[src/rtl/pwm_duty_decoder.sv]
// pwm_duty_decoder: recovers width and period of a PWM line measured between rising edges
// Ports:
//   i_clk        system clock, all logic on the rising edge
//   i_rst        synchronous active-high reset
//   i_pwm_in     PWM line, asynchronous to i_clk
//   o_width_out  high cycles of the last complete period (or 0/TIMEOUT on a stuck report)
//   o_period_out cycles between the last two rising edges (or TIMEOUT on a stuck report)
//   o_valid      one-cycle strobe: o_width_out/o_period_out just updated
//   o_stuck      high while no rising edge has been seen for TIMEOUT cycles
module pwm_duty_decoder #(
    parameter int CNT_W   = 32,
    parameter int TIMEOUT = 2000
) (
    input  logic             i_clk,
    input  logic             i_rst,
    input  logic             i_pwm_in,
    output logic [CNT_W-1:0] o_width_out,
    output logic [CNT_W-1:0] o_period_out,
    output logic             o_valid,
    output logic             o_stuck
);
    typedef enum logic {IDLE, MEASURE} state_t;
    state_t           r_state;
    logic             r_s1, r_s2, r_s3;
    logic [CNT_W-1:0] r_per_cnt, r_hi_cnt;
    logic             w_rise, w_timeout;
    assign w_rise = r_s2 & ~r_s3;
    // a rise landing on the timeout cycle is a genuine period of exactly TIMEOUT
    assign w_timeout = ~w_rise && (r_per_cnt == CNT_W'(TIMEOUT));
    always_ff @(posedge i_clk) begin
        if (i_rst) begin
            r_s1         <= 1'b0;
            r_s2         <= 1'b0;
            r_s3         <= 1'b0;
            r_per_cnt    <= '0;
            r_hi_cnt     <= '0;
            o_width_out  <= '0;
            o_period_out <= '0;
            o_valid      <= 1'b0;
            o_stuck      <= 1'b0;
            r_state      <= IDLE;
        end else begin
            r_s1      <= i_pwm_in;
            r_s2      <= r_s1;
            r_s3      <= r_s2;
            r_per_cnt <= (w_rise || w_timeout) ? CNT_W'(1) : r_per_cnt + CNT_W'(1);
            r_hi_cnt  <= w_rise ? CNT_W'(1) : r_hi_cnt + CNT_W'(r_s2);
            o_valid   <= 1'b0;
            if (w_rise) begin
                // the period closing at the first rise after IDLE is partial, so it is dropped
                if (r_state == MEASURE) begin
                    o_width_out  <= r_hi_cnt;
                    o_period_out <= r_per_cnt;
                    o_valid      <= 1'b1;
                end else begin
                    o_stuck <= 1'b0;
                end
                r_state <= MEASURE;
            end else if (w_timeout) begin
                o_width_out  <= r_s2 ? CNT_W'(TIMEOUT) : '0;
                o_period_out <= CNT_W'(TIMEOUT);
                o_valid      <= 1'b1;
                o_stuck      <= 1'b1;
                r_state      <= IDLE;
            end
        end
    end
endmodule

[config.mk]
export PLATFORM = sky130hd
export DESIGN_NAME = pwm_duty_decoder
export DESIGN_NICKNAME = d
export VERILOG_FILES = /design/src/rtl/pwm_duty_decoder.sv
export SDC_FILE = /design/constraint.sdc
export NUM_CORES = 1
export LEC_CHECK = 0
export ABC_AREA = 1
export CAP_MARGIN = 30
export CORE_UTILIZATION = 38
export CTS_BUF_LIST = sky130_fd_sc_hd__clkbuf_8
export DETAILED_ROUTE_END_ITERATION = 7
export PLACE_DENSITY = 0.67
export SYNTH_ARGS = -nofsm -noshare
export SYNTH_HDL_FRONTEND = slang
export SYNTH_SLANG_ARGS = --single-unit
[constraint.sdc]
create_clock -name i_clk -period 2.6 [get_ports i_clk]
set_input_delay 0.78 -clock i_clk [delete_from_list [all_inputs] [get_ports i_clk]]
set_output_delay 0.78 -clock i_clk [all_outputs]
set_load 0.1 [all_outputs]
==> impl_summary.log <==
INFO  metric run_status = finished, final reports clean
INFO  metric irDropWorstVdd = 285 uV
INFO  metric setup.worst_path.end_class = flop
INFO  metric synth_adder_area_share = 0.774%
INFO  metric synth-xor-area-share = 0.949%
INFO  metric cell_internal_pwr = 2.90 mW
INFO  metric number_of_antenna_violations_at_the_first_check_in_global_routing = 0
INFO  metric cells_on_worst_hold_path = 2
INFO  metric highest_clock_rate = 0.479 GHz
INFO  metric synth_nets = 919
INFO  metric critPathLaunch = r_per_cnt[23]
INFO  metric cell_count_after_placement = about 1,200
INFO  metric timing.critical_path.arrival = 2.42 ns
INFO  metric die_area = 0.0175 sq mm
INFO  metric fp.coreArea = 0.0166 sq mm
INFO  metric layout-drive-gt1-share = a little under a fifth
INFO  metric synth_simple_gate_area_share = a little over a third
INFO  metric rsz_0062_raised_after_global_routing = false
INFO  metric htreeDepth = 4
INFO  metric cp_cell_sequence = inv_1, nand2_1, nor2_1, nand2_1, nor2_1, nand3_4, buf_4, nand3_2, a21oi_1
INFO  metric post-cts-setup-buffer-count = 0
INFO  metric critPathLaunchType = flop
INFO  metric critical_path_buf_inv_count = 2
INFO  metric slowest_stage = nand3_4
INFO  metric hold_end = r_s2
INFO  metric finalHoldViolCount = 0
INFO  metric dp_hpwl = 12,100 microns
INFO  metric insertion_delay = 0.45 ns
INFO  metric diodes = 0
INFO  metric switching_power_of_the_nets = ~910 uW
INFO  metric syn-cell-area = 0.00646 sq mm
INFO  metric power.combinational.fraction = between 3 and 4%
INFO  metric tritoncts_clock_tree = done
INFO  metric leakage = ~2.6 nW
INFO  metric critical_r2r_capture = o_width_out[18]
INFO  metric critical_path_required = 2.93 ns
INFO  metric worstRegToRegCells = 9
INFO  metric cts_resized = 0
INFO  metric cts_hold_repair.buffers = 0
INFO  metric cts_made_buffers = 17
INFO  metric synth_seq_area_share = roughly two fifths
INFO  metric cts_root_buf = clkbuf_8
INFO  metric clock_tree.buffer_depth = 2
INFO  metric synth_compound_area_share = 11.3%
INFO  metric post-place-ws = 0.508 ns
INFO  metric post-synth-top-area-cell = dfxtp_1
INFO  metric initial_utilization = 39.0%
INFO  metric synth.ff_latch_count = 134
INFO  metric finalCriticalPeriod = 2.09 ns
INFO  metric netlist_top_cells_area = dfxtp_1, nand2_1, a21oi_1
INFO  metric clockPowerShare = 42.5%
INFO  metric drt_iter0_drc = 340
INFO  metric clock_transition_time_at_the_flip_flop_clock_pins_of_the_worst_setup_and_hold_paths = 0.07 ns
INFO  metric worst-r2r-setup-slack = 0.51 ns
INFO  metric chipHeight = 132 microns
INFO  metric dr.pass1.iters = 5
INFO  metric drt-vias-per-instance = about 5
INFO  metric layout.cells.non_filler = between 1,000 and 1,500
INFO  metric pnr_worst_setup_slack = about 0.51 ns
INFO  metric tightestPinTransition = 0.735 ns
INFO  metric wire_length_of_the_first_global_routing_pass = 27,400 microns
INFO  metric synth_top_family_by_area = simple AND/OR/NAND/NOR gates
INFO  metric setup-tns-final = 0 ns
INFO  metric die_width = 132 microns
INFO  metric utilization = 45.2%
INFO  metric areaGrowthSynthToFinish = 16.1%
INFO  metric post-route-cell-area = roughly 0.0075 sq mm
INFO  metric placement.cell_area = 0.00714 sq mm
INFO  metric clock-sinks = 134
INFO  metric min_from = r_s1
INFO  metric synth.distinct_cells = 30
INFO  metric crit_type = flop to flop
INFO  metric mostFrequentLayoutCell = nand2_1
INFO  metric worst-path-max-fanout = 26
INFO  metric crit_family = simple AND/OR/NAND/NOR gates
INFO  metric synth_warnings = 0
INFO  metric hold_path_class = flop to flop
INFO  metric power.switching_fraction = about a quarter
INFO  metric synth_mux_area_share = 0%
INFO  metric drv.max_cap_violation_count = 0
INFO  metric count_of_standard_cell_rows = 47
INFO  metric drc = 0
INFO  metric top_level_ports = 69
INFO  metric final_worst_hold_slack = 0.405 ns
INFO  metric grt_max_degree = 59
INFO  metric grt_pass1_vias = between 5,000 and 6,000
INFO  metric layout_skew = 0.0114 ns
INFO  metric final_cycle_utilization_of_the_critical_path = 80.3%
INFO  metric nets = 982
INFO  metric drt-wirelength-per-cell = 13.8 microns
INFO  metric nFillCells = 1,771
INFO  metric finalSetupViolCount = 0
INFO  metric wl = 16,600 microns
INFO  metric worst_path_largest_cell_delay = 0.42 ns
INFO  metric timing_max_transition_violations_final = 0
INFO  metric final_antenna_net_count = 0
INFO  metric top_library_cells_by_usage_in_the_layout_fill_and_taps_aside = nand2_1, dfxtp_1, a21oi_1
INFO  metric total_power = 3.81 mW
INFO  metric post-synth-top-area-fraction = 41.5%
INFO  metric io_buffers = 68
INFO  metric max_slew_margin = 50.9%
INFO  metric grtUsageTotal = 19.6%
INFO  metric routed-via-count = 6,035
INFO  metric regToRegStartpoint = r_per_cnt[23]
INFO  metric power_density = 508 mW/mm^2
INFO  metric post_syn_instances = 912
INFO  metric place.gp.congestion = 0.937
INFO  metric postSynthAreaPerCell = ~7.1 sq um
INFO  metric grt.overflow.total = 0
INFO  metric power.share.sequential = 54.4%
[power groups by stage]
stage / combinational (mW) / clock, mW / sequential [mW]
after floorplan: 0.0718 / 0 / 2.14
after global placement: 0.118 / 0 / 2.12
final: 0.119 / 1.62 / 2.07
after global routing: 0.131 / 1.75 / 2.07
after CTS: 0.120 / 1.66 / 2.07
after detailed placement: 0.120 / 0 / 2.12
[state kept, by name (all words and copies together) (netlist names)]
name          cells
r_state           1
r_hi_cnt         32
r_per_cnt        32
r_s1              1
r_s2              1
r_s3              1
o_width_out      32
o_period_out     32
o_valid           1
o_stuck           1
[Yosys cell counts, drive strengths merged]
cell and count:
inv 97, xor2 6, nor3b 3, a31oi 2, buf 20, xnor2 1, ha 4, nor2 108
and3 1, nor3 30, dfxtp 134, clkbuf 13, nand2 246, nand3 89, nand4 9, nand3b 5
o21ai 22, a21oi 122
[worst min-delay path, stage by stage, from the launching register on]
cell and delay (ns):
dfxtp_1 0.30, inv_1 0.04, nor2_1 0.03
[per-layer routing]
metal,GRT usage [%],vias to the layer above,share of wire (%)
met2,33.9,129,49
met4,7.60,0,2.1
met3,4.18,27,3.5
met5,0,-,0
met1,23.8,2801,46
li1,-,3078,-
[cells by family after synthesis]
family                   after synthesis
buffers and inverters                130
AND/OR/NAND/NOR                      491
adder cells (fa/ha/maj)                4
flip-flops                           134
XOR/XNOR                               7
AO/OA/AOI/OAI                        146
[layout make-up]
| type | instances | area [sq um] | share of cell area [%] |
|---|---|---|---|
| multi-input combinational | 648 | 3210 | 42.8 |
| sequential | 134 | 2680 | 35.8 |
| timing repair buffer | 77 | 603 | 8.04 |
| inverter | 97 | 367 | 4.89 |
| clock buffer | 20 | 275 | 3.67 |
| tap | 220 | 275 | 3.67 |
| clock inverter | 12 | 88.8 | 1.18 |
[worst max path at each step]
stage | to | slack [ns] | cells past startpoint
2_1_floorplan | o_period_out[0] | 0.88 | 0
3_3_place_gp | o_width_out[19] | 0.55 | 9
5_1_grt | r_per_cnt[18] | 0.37 | 12
4_1_cts | o_width_out[18] | 0.49 | 9
3_5_place_dp | o_width_out[18] | 0.51 | 9
6_report | o_width_out[18] | 0.51 | 9
(Power assumes the default switching activity.)
